==> src/rtl/vsync_timing_gen.sv <==
// Vertical timing generator: counts LineEnd rising edges and produces vsync, vblank, line
// position and a frame-end pulse. Timing is reprogrammable via a shadow applied at frame wrap.
module vsync_timing_gen #(
  parameter int unsigned YW               = 10,
  parameter bit          SYNC_ACTIVE_HIGH = 1'b0,
  parameter int unsigned DEF_ACTIVE       = 480,
  parameter int unsigned DEF_FRONT        = 10,
  parameter int unsigned DEF_SYNC         = 2,
  parameter int unsigned DEF_BACK         = 33
) (
  input  logic          CLK,
  input  logic          RESET,
  input  logic          LineEnd,
  input  logic          enable,
  input  logic [YW-1:0] cfg_active,
  input  logic [YW-1:0] cfg_front,
  input  logic [YW-1:0] cfg_sync,
  input  logic [YW-1:0] cfg_back,
  input  logic          cfg_load,
  output logic          vsync,
  output logic          vblank,
  output logic [YW-1:0] yposition,
  output logic          frame_end,
  output logic          cfg_pending,
  output logic          cfg_error
);

  localparam int unsigned TW = YW + 2;
  localparam logic [TW-1:0] TMAX = {2'b01, {YW{1'b0}}};

  function automatic logic [TW-1:0] ext(input logic [YW-1:0] v);
    return {2'b00, v};
  endfunction

  logic          line_end_q;
  logic [YW-1:0] y_q, y_d;
  logic [YW-1:0] act_q, frt_q, syn_q, bck_q;
  logic [YW-1:0] act_d, frt_d, syn_d, bck_d;
  logic [YW-1:0] sh_act_q, sh_frt_q, sh_syn_q, sh_bck_q;
  logic          pend_q, pend_d, err_q, err_d;
  logic          vsync_q, vsync_d, vblank_q, vblank_d, fe_q;
  logic          adv, wrap, cfg_ok, in_sync;
  logic [TW-1:0] tot_live, cfg_tot, sync_lo, sync_hi;

  always_comb begin
    adv      = enable & LineEnd & ~line_end_q;
    tot_live = ext(act_q) + ext(frt_q) + ext(syn_q) + ext(bck_q);
    wrap     = adv && (ext(y_q) == tot_live - TW'(1));
    cfg_tot  = ext(cfg_active) + ext(cfg_front) + ext(cfg_sync) + ext(cfg_back);
    cfg_ok   = (cfg_active != '0) && (cfg_tot <= TMAX);

    // The shadow from before this edge is what a wrap applies.
    act_d = act_q;
    frt_d = frt_q;
    syn_d = syn_q;
    bck_d = bck_q;
    if (wrap && pend_q) begin
      act_d = sh_act_q;
      frt_d = sh_frt_q;
      syn_d = sh_syn_q;
      bck_d = sh_bck_q;
    end

    if (wrap) begin
      y_d = '0;
    end else if (adv) begin
      y_d = y_q + YW'(1);
    end else begin
      y_d = y_q;
    end

    // Outputs are decoded from the next line and next config so they stay aligned with y.
    sync_lo  = ext(act_d) + ext(frt_d);
    sync_hi  = sync_lo + ext(syn_d);
    in_sync  = (ext(y_d) >= sync_lo) && (ext(y_d) < sync_hi);
    vsync_d  = SYNC_ACTIVE_HIGH ? in_sync : ~in_sync;
    vblank_d = (y_d >= act_d);

    pend_d = pend_q;
    if (wrap) begin
      pend_d = 1'b0;
    end
    if (cfg_load && cfg_ok) begin
      pend_d = 1'b1;
    end
    err_d = cfg_load ? ~cfg_ok : err_q;
  end

  always_ff @(posedge CLK) begin
    if (!RESET) begin
      line_end_q <= 1'b0;
      y_q        <= '0;
      act_q      <= YW'(DEF_ACTIVE);
      frt_q      <= YW'(DEF_FRONT);
      syn_q      <= YW'(DEF_SYNC);
      bck_q      <= YW'(DEF_BACK);
      sh_act_q   <= YW'(DEF_ACTIVE);
      sh_frt_q   <= YW'(DEF_FRONT);
      sh_syn_q   <= YW'(DEF_SYNC);
      sh_bck_q   <= YW'(DEF_BACK);
      pend_q     <= 1'b0;
      err_q      <= 1'b0;
      vsync_q    <= ~SYNC_ACTIVE_HIGH;
      vblank_q   <= 1'b0;
      fe_q       <= 1'b0;
    end else begin
      line_end_q <= LineEnd;
      y_q        <= y_d;
      act_q      <= act_d;
      frt_q      <= frt_d;
      syn_q      <= syn_d;
      bck_q      <= bck_d;
      if (cfg_load && cfg_ok) begin
        sh_act_q <= cfg_active;
        sh_frt_q <= cfg_front;
        sh_syn_q <= cfg_sync;
        sh_bck_q <= cfg_back;
      end
      pend_q     <= pend_d;
      err_q      <= err_d;
      vsync_q    <= vsync_d;
      vblank_q   <= vblank_d;
      fe_q       <= wrap;
    end
  end

  assign vsync       = vsync_q;
  assign vblank      = vblank_q;
  assign yposition   = y_q;
  assign frame_end   = fe_q;
  assign cfg_pending = pend_q;
  assign cfg_error   = err_q;

endmodule

==> config.mk <==
export PLATFORM = sky130hd
export DESIGN_NAME = vsync_timing_gen
export DESIGN_NICKNAME = d
export VERILOG_FILES = /design/src/rtl/vsync_timing_gen.sv
export SDC_FILE = /design/constraint.sdc
export NUM_CORES = 1
export LEC_CHECK = 0
export CAP_MARGIN = 20
export CELL_PAD_IN_SITES_DETAIL_PLACEMENT = 2
export CELL_PAD_IN_SITES_GLOBAL_PLACEMENT = 2
export CORE_ASPECT_RATIO = 0.5
export CORE_MARGIN = 2
export CORE_UTILIZATION = 40
export CTS_BUF_LIST = sky130_fd_sc_hd__clkbuf_4 sky130_fd_sc_hd__clkbuf_8 sky130_fd_sc_hd__clkbuf_16
export DETAILED_ROUTE_END_ITERATION = 7
export PLACE_DENSITY_LB_ADDON = 0.2
export SLEW_MARGIN = 20
export SYNTH_ARGS = -nofsm -noshare
export SYNTH_HDL_FRONTEND = slang
export SYNTH_SLANG_ARGS = --single-unit
==> constraint.sdc <==
create_clock -name CLK -period 15.1 [get_ports CLK]
set_clock_uncertainty 0.1 [all_clocks]
set_input_delay 3.02 -clock CLK [delete_from_list [all_inputs] [get_ports CLK]]
set_output_delay 3.02 -clock CLK [all_outputs]
set_load 0.005 [all_outputs]
==> flow_metrics.py, run 1 <==
metrics = {
    "status": {
        "status": "completed",
    },
    "critical_path": {
        "cp_data_required_time_ps": 15240,
        "timing.rr.end": "vsync",
        "r2r_cells": 36,
        "crit_arrival_ps": 9740,
        "critPathTopFamily": "simple AND/OR/NAND/NOR gates",
        "critPathKind": "input pin to register",
        "reg2reg_slack_ps": 5790,
        "start_kind": "input pin",
        "crit_fanout": 60,
        "crit_top_cell": "ha_1",
        "cpMaxStageDelayCell": "and3_4",
        "cpPeakStageDelay_ps": 610,
        "rr_startpoint": "act_q[1]",
        "end_kind": "register",
        "cp_num_buf_inv": 1,
    },
    "detailed_routing": {
        "num_vias": 6287,
        "drtPass1Iterations": 4,
        "wl_microns": 25700,
        "wl_per_cell_microns": 23.1,
        "drt_iter0_drc": 255,
        "ant_nets": 0,
        "drc_errors": 0,
        "viasPerCell": 5.64,
    },
    "logic_synthesis": {
        "ys_ff_latch": 96,
        "yosysTopAreaCell": "dfxtp_1",
        "yosys-top-cells-area": "dfxtp_1, ha_1, fa_1",
        "synthArstFlopShare_pct": 0,
        "synthDistinctLibCells": 61,
        "synth_ff_type": "dfxtp_1",
        "postSynthAreaPerCell_sq_um": 8.85,
        "syn_area_sq_um": 7360,
        "synth_nets": 1000,
        "synth_edf_count": 0,
        "netlist_instances": 832,
        "yosysSeqAreaShare_pct": 26.1,
        "synth_top_area_share_pct": 26.1,
        "yosysWarnings": 0,
    },
    "floorplanning": {
        "rows": 34,
        "start_util_pct": 41.6,
        "die_w_microns": 196,
        "pin_count": 60,
        "die_area_sq_um": 19600,
        "fp.dieH_microns": 99.9,
        "core_area_sq_um": 17700,
    },
    "clocking": {
        "clock_sinks": 96,
        "cts-resized-gates": 0,
        "cts_tree": "done",
        "numCtsBuffers": 9,
        "ctsHoldBuffers": 0,
        "clk_pin_slew_ps": 80,
        "cts-root-buf": "clkbuf_16",
        "htreeDepth": 3,
        "insertion_delay_ps": 370,
        "cts.path.max_buffers": 2,
        "cts_setup_buffers": 0,
    },
    "final_layout": {
        "most-common-layout-cells": "dfxtp_1, nand2_1, ha_1",
        "nNetsFinal": 1045,
        "final_common_cell": "dfxtp_1",
        "antenna_cells": 0,
        "drive_gt1_share_pct": 3.97,
        "area_delta_synth_final_pct": 15.0,
    },
    "grt": {
        "grt_pass1_wl_microns": 40100,
        "grt-ovfl-total": 0,
        "grt_pass1_vias": 7039,
        "grt_max_degree": 61,
        "grt_usage_pct": 27.3,
        "antenna_found_initial": 0,
    },
    "pwr": {
        "power_density_nw_per_um2": 86.5,
        "leakage_uw": 0.00382,
        "vdd_drop_max_v": 0.0000690,
    },
    "timing": {
        "max_freq_mhz": 104,
        "rsz0062_at_grt": "false",
        "hold_ws_ps": 375,
        "fin_crit_ps": 9600,
        "slew_headroom_pct": 36.8,
        "fin_crit_sh_pct": 63.6,
        "hold_viol": 0,
        "final_max_slew_viol_count": 0,
        "worst_pin_slew_ps": 938,
        "fin_tns_setup_ps": 0,
        "setup_viol": 0,
    },
    "min_path": {
        "hold_class": "register to register",
        "worstHoldStart": "bck_q[1]",
        "holdPathEnd": "bck_q[1]",
        "holdPathStages": 2,
    },
    "placed_design": {
        "gpl.final_weighted_congestion": 0.817,
        "hpwl_microns": 20100,
        "port_buffers": 59,
    },
    "run": {
        "max_cap_viol_count": 0,
    },
}
[stage by stage]
step	util [%]	std cells	area, sq um	setup WS [ps]	power (uW)
2_1_floorplan	-	832	7360	6450	410
3_3_place_gp	46.0	1100	8140	5540	456
3_5_place_dp	46.0	1100	8140	5210	471
4_1_cts	47.8	1115	8470	5510	735
5_1_grt	47.8	1115	8470	5150	764
6_report	47.8	1115	8470	5500	732
[tightest hold or removal path: stages, from the launching register on]
cell	delay (ps)
dfxtp_1	320
nand2_1	50
a21oi_1	50
[synth_stat cells, types with 4 or more instances]
cell type	number
dfxtp_1	96
ha_1	83
clkbuf_1	20
a21o_1	25
nand2_1	87
nor2b_1	5
o21ai_0	27
and2_1	20
nand4_1	11
and3_1	4
nor3_1	15
xnor2_1	27
nand2b_1	9
a21oi_1	54
buf_4	4
nand3_1	15
o21bai_1	7
nor4_1	6
xor2_1	23
fa_1	40
mux2i_1	48
nor2_1	68
inv_1	74
o211ai_1	4
[registers in the layout, indices dropped and copies added (netlist names)]
name	flops
sh_bck_q	10
vsync	1
sh_syn_q	10
yposition	10
frame_end	1
act_q	10
sh_frt_q	10
syn_q	10
cfg_pending	1
frt_q	10
line_end_q	1
vblank	1
sh_act_q	10
cfg_error	1
bck_q	10
[how the worst max path moves through the flow]
stage | depth (start not counted) | startpoint | to | slack, ps
2_1_floorplan | 29 | LineEnd | vsync | 6450
3_3_place_gp | 26 | LineEnd | vsync | 5540
3_5_place_dp | 26 | LineEnd | vsync | 5210
4_1_cts | 26 | LineEnd | vsync | 5510
5_1_grt | 26 | LineEnd | vsync | 5150
6_report | 26 | LineEnd | vsync | 5500
[routing by layer]
layer / part of all wire [%] / global-route usage, % / vias up
met3: 3.8 / 3.83 / 18
met2: 45 / 46.0 / 127
met4: 1.1 / 5.42 / 0
met5: 0 / 0 / -
li1: - / - / 2929
met1: 50 / 37.9 / 3213
[logic make-up (layout without fill, tap and decap cells)]
logic type / count (synthesis) / in the layout / share of synthesized area (%)
compound gates: 142 / 142 / 12.4
mux: 51 / 51 / 7.14
buf+inv: 103 / 152 / 5.70
xor+xnor: 50 / 50 / 5.95
simple gates: 264 / 264 / 17.3
flops: 96 / 96 / 26.1
fa+ha+maj: 126 / 126 / 25.4
[report_power, final]
part | total [uW] | internal (uW) | switching [uW]
sequential | 292 | 272 | 19.7
combinational | 175 | 83.1 | 92.0
clock | 266 | 148 | 118
total | 732 | 503 | 230
[area by class of cell]
type | instances | area [sq um]
fillers | 1929 | 9230
multi-input cells | 633 | 5030
flip-flops and latches | 96 | 1920
repair buffers | 63 | 621
well taps | 234 | 293
inverters | 74 | 278
clock buffers | 9 | 225
clock inverters | 6 | 97.6
(Power assumes the default switching activity.)
==> run 2: changes to the inputs <==
CORE_UTILIZATION = 37   (was 40)
clock period = 9.7 ns   (was 15.1 ns; I/O delays follow)
==> flow_metrics.py, run 2 (synthesis results as in run 1) <==
metrics = {
    "critical_path": {
        "rr_startpoint": "act_q[1]",
        "crit_top_cell": "inv_1",
        "cp-endpoint": "vsync",
        "cpPeakStageDelay_ps": 510,
        "cp_data_required_time_ps": 9840,
        "end_kind": "register",
        "reg2reg_slack_ps": 970,
        "crit_arrival_ps": 8870,
        "crit_fanout": 38,
        "cpMaxStageDelayCell": "fa_1",
        "r2r_cells": 36,
        "timing.rr.end": "vsync",
        "critPathKind": "register to register",
        "start_kind": "register",
        "critPathLaunch": "act_q[1]",
    },
    "placed_design": {
        "gpl.final_weighted_congestion": 0.812,
        "port_buffers": 59,
        "post-place-ws_ps": 1050,
        "dpl.cell_count": 1133,
        "hpwl_microns": 18800,
        "dpl-instance-area_sq_um": 8190,
    },
    "final_layout": {
        "fillers": 2157,
        "area_delta_synth_final_pct": 15.5,
        "instances_no_fill": 1149,
        "antenna_cells": 0,
        "nNetsFinal": 1046,
        "most-common-layout-cells": "dfxtp_1, nand2_1, ha_1",
        "final_common_cell": "dfxtp_1",
        "finalInstanceArea_sq_um": 8500,
        "drive_gt1_share_pct": 4.19,
    },
    "detailed_routing": {
        "wl_per_cell_microns": 20.5,
        "num_vias": 6062,
        "viasPerCell": 5.28,
        "wl_microns": 23500,
        "drt_iter0_drc": 241,
        "drtPass1Iterations": 6,
        "drc_errors": 0,
        "ant_nets": 0,
    },
    "clocking": {
        "insertion_delay_ps": 370,
        "htreeDepth": 3,
        "numCtsBuffers": 9,
        "cts-root-buf": "clkbuf_16",
        "clock_sinks": 96,
        "cts_tree": "done",
        "cts-resized-gates": 0,
        "clk_pin_slew_ps": 80,
        "cts_setup_buffers": 0,
        "cts.path.max_buffers": 2,
        "ctsHoldBuffers": 0,
    },
    "floorplanning": {
        "start_util_pct": 37.8,
        "pin_count": 60,
        "die_w_microns": 203,
        "die_area_sq_um": 21100,
        "fp.dieH_microns": 104,
        "rows": 36,
        "core_area_sq_um": 19500,
    },
    "timing": {
        "worst_pin_slew_ps": 746,
        "setup_viol": 0,
        "fin_crit_ps": 8730,
        "slew_headroom_pct": 50.2,
        "fin_tns_setup_ps": 0,
        "rsz0062_at_grt": "false",
        "fin_crit_sh_pct": 90.0,
        "max_freq_mhz": 115,
        "worst_slack_ps": 971,
        "final_max_slew_viol_count": 0,
        "hold_ws_ps": 372,
        "hold_viol": 0,
    },
    "run": {
        "max_cap_viol_count": 0,
    },
    "pwr": {
        "vdd_drop_max_v": 0.0000768,
        "leakage_uw": 0.00382,
        "power_density_nw_per_um2": 130,
    },
    "grt": {
        "grt_max_degree": 56,
        "grt_usage_pct": 23.6,
        "grt_pass1_wl_microns": 37900,
        "grt_pass1_vias": 6720,
        "grt-ovfl-total": 0,
        "antenna_found_initial": 0,
    },
    "status": {
        "status": "completed",
    },
    "min_path": {
        "hold_class": "register to register",
    },
}
[run 2: layout make-up]
class	instances	area (sq um)	area share, %
inverters	74	278	3.27
flip-flops and latches	96	1920	22.6
multi-input cells	633	5030	59.2
clock buffers	11	246	2.90
clock inverters	5	63.8	0.751
repair buffers	64	628	7.39
well taps	266	333	3.92
[run 2: critical path, delay by kind of cell (launching register included)]
kind,cells,cell delay (ps)
buf+inv,7,850
compound gates,9,1550
flops,1,420
xor+xnor,3,560
mux,1,290
simple gates,7,1790
fa+ha+maj,9,3030
[run 2: worst min path at each step]
stage / to / cells after the start / from / slack [ps]
6_report: bck_q[8] / 2 / sh_bck_q[8] / 370
2_1_floorplan: bck_q[1] / 2 / bck_q[1] / 330
3_3_place_gp: bck_q[1] / 2 / bck_q[1] / 340
5_1_grt: bck_q[8] / 2 / sh_bck_q[8] / 390
4_1_cts: bck_q[8] / 2 / sh_bck_q[8] / 370
3_5_place_dp: bck_q[8] / 2 / sh_bck_q[8] / 360
[run 2: where the power goes]
group / leakage, uW / total (uW) / switching (uW) / internal, uW
logic: 0.00289 / 266 / 138 / 129
registers: 0.000778 / 452 / 29.1 / 423
clock network: 0.000155 / 388 / 175 / 213
[run 2: per-layer routing]
metal  track usage [%]  wire [microns]  up-vias
li1                  -               -     2925
met1              35.7           12900     3044
met2              34.8            9640       83
met3              4.44             859       10
met4              3.81             156        0
met5                 0               0        -
[run 2: metrics by stage]
stage	total power, uW	utilization (%)
2_1_floorplan	638	-
3_3_place_gp	710	42.1
3_5_place_dp	726	42.1
4_1_cts	1120	43.7
5_1_grt	1170	43.7
6_report	1110	43.7
==> run 3: changes to the inputs <==
CORE_ASPECT_RATIO = 0.8   (was 0.5)
==> flow_metrics.py, run 3 (synthesis results as in run 1) <==
metrics = {
    "clocking": {
        "ctsHoldBuffers": 0,
        "cts_tree": "done",
        "insertion_delay_ps": 370,
        "cts.path.max_buffers": 2,
        "htreeDepth": 3,
        "cts_setup_buffers": 0,
        "clock_sinks": 96,
        "numCtsBuffers": 9,
        "cts-root-buf": "clkbuf_16",
        "cts-resized-gates": 0,
        "clk_pin_slew_ps": 80,
    },
    "min_path": {
        "hold_class": "register to register",
    },
    "floorplanning": {
        "core_area_sq_um": 19700,
        "fp.dieH_microns": 130,
        "pin_count": 60,
        "start_util_pct": 37.4,
        "rows": 46,
        "die_area_sq_um": 21000,
        "die_w_microns": 162,
    },
    "placed_design": {
        "port_buffers": 59,
        "gpl.final_weighted_congestion": 0.878,
        "hpwl_microns": 19600,
        "dpl.cell_count": 1130,
    },
    "critical_path": {
        "cpMaxStageDelayCell": "fa_1",
        "cp_data_required_time_ps": 9850,
        "rr_startpoint": "act_q[1]",
        "reg2reg_slack_ps": 670,
        "crit_fanout": 15,
        "cp-endpoint": "vsync",
        "r2r_cells": 36,
        "crit_arrival_ps": 9180,
        "critPathKind": "register to register",
        "cpPeakStageDelay_ps": 520,
        "critPathLaunch": "act_q[1]",
        "crit_top_cell": "inv_1",
        "timing.rr.end": "vsync",
        "start_kind": "register",
        "end_kind": "register",
    },
    "pwr": {
        "power_frac_comb_pct": 24.6,
        "switchingPower_uw": 367,
        "power_density_nw_per_um2": 130,
        "p_int_uw": 737,
        "leakage_uw": 0.00382,
        "power_frac_seq_pct": 40.7,
        "vdd_drop_max_v": 0.000131,
        "switching_share_pct": 33.3,
        "p_clk_share_pct": 34.6,
    },
    "detailed_routing": {
        "ant_nets": 0,
        "drtPass1Iterations": 4,
        "drt_iter0_drc": 202,
        "num_vias": 6233,
        "drc_errors": 0,
        "wl_microns": 25100,
        "wl_per_cell_microns": 21.8,
        "viasPerCell": 5.43,
    },
    "timing": {
        "rsz0062_at_grt": "false",
        "worst_pin_slew_ps": 884,
        "fin_crit_sh_pct": 93.1,
        "slew_headroom_pct": 40.4,
        "final_max_slew_viol_count": 0,
        "fin_tns_setup_ps": 0,
        "hold_viol": 0,
        "setup_viol": 0,
        "max_freq_mhz": 111,
        "fin_crit_ps": 9030,
    },
    "final_layout": {
        "drive_gt1_share_pct": 4.19,
        "area_delta_synth_final_pct": 15.5,
        "antenna_cells": 0,
        "fillers": 2152,
        "final_common_cell": "dfxtp_1",
        "instances_no_fill": 1148,
        "multiInputGateArea_sq_um": 5040,
        "seq_area_sq_um": 1920,
        "nNetsFinal": 1047,
        "most-common-layout-cells": "dfxtp_1, nand2_1, ha_1",
    },
    "status": {
        "status": "completed",
    },
    "grt": {
        "grt_max_degree": 61,
        "grt-ovfl-total": 0,
        "antenna_found_initial": 0,
        "grt_pass1_wl_microns": 39200,
        "grt_pass1_vias": 6881,
        "grt_usage_pct": 24.4,
    },
    "run": {
        "max_cap_viol_count": 0,
    },
}
[run 3: area by class of cell]
class	count	share of cell area (%)
clock buffer	9	2.65
clock inverter	7	0.957
inverter	74	3.27
multi-input combinational	635	59.3
sequential	96	22.6
tap	264	3.89
timing repair buffer	63	7.30
[run 3: how the worst min path moves through the flow]
stage	from	to	slack [ps]	cells after the start
2_1_floorplan	bck_q[1]	bck_q[1]	330	2
3_3_place_gp	bck_q[1]	bck_q[1]	350	2
3_5_place_dp	bck_q[1]	bck_q[1]	350	2
4_1_cts	bck_q[1]	bck_q[1]	370	2
5_1_grt	bck_q[1]	bck_q[1]	400	2
6_report	bck_q[1]	bck_q[1]	360	2
[run 3: power by group through the flow]
stage | Combinational (uW) | Sequential, uW | Clock (uW)
after global routing | 301 | 454 | 405
after global placement | 253 | 455 | 0
after floorplan | 192 | 445 | 0
final | 272 | 450 | 383
after CTS | 276 | 448 | 391
after detailed placement | 274 | 457 | 0
[run 3: layer usage]
metal | global-route usage (%) | routed length (microns) | vias up
met1 | 32.7 | 12000 | 3179
met5 | 0 | 0 | -
met2 | 42.3 | 12000 | 90
li1 | - | - | 2940
met4 | 5.62 | 348 | 0
met3 | 3.12 | 696 | 24
[run 3: worst max-delay path, delay by kind of cell, from the launching register on]
| kind | cells | cell delay (ps) |
|---|---|---|
| mux | 1 | 300 |
| simple gates | 8 | 2150 |
| buf+inv | 6 | 470 |
| flops | 1 | 420 |
| fa+ha+maj | 9 | 3160 |
| compound gates | 9 | 1750 |
| xor+xnor | 3 | 550 |
[run 3: through the flow]
step / cell area, sq um / util (%) / setup slack, ps / power [uW] / hold WS, ps
4_1_cts: 8490 / 43.1 / 483 / 1110 / 367
3_5_place_dp: 8180 / 41.6 / 545 / 730 / 355
3_3_place_gp: 8180 / 41.6 / 1100 / 708 / 348
2_1_floorplan: 7360 / - / 1710 / 638 / 332
6_report: 8500 / 43.2 / 672 / 1100 / 363
5_1_grt: 8500 / 43.2 / 37.5 / 1160 / 395
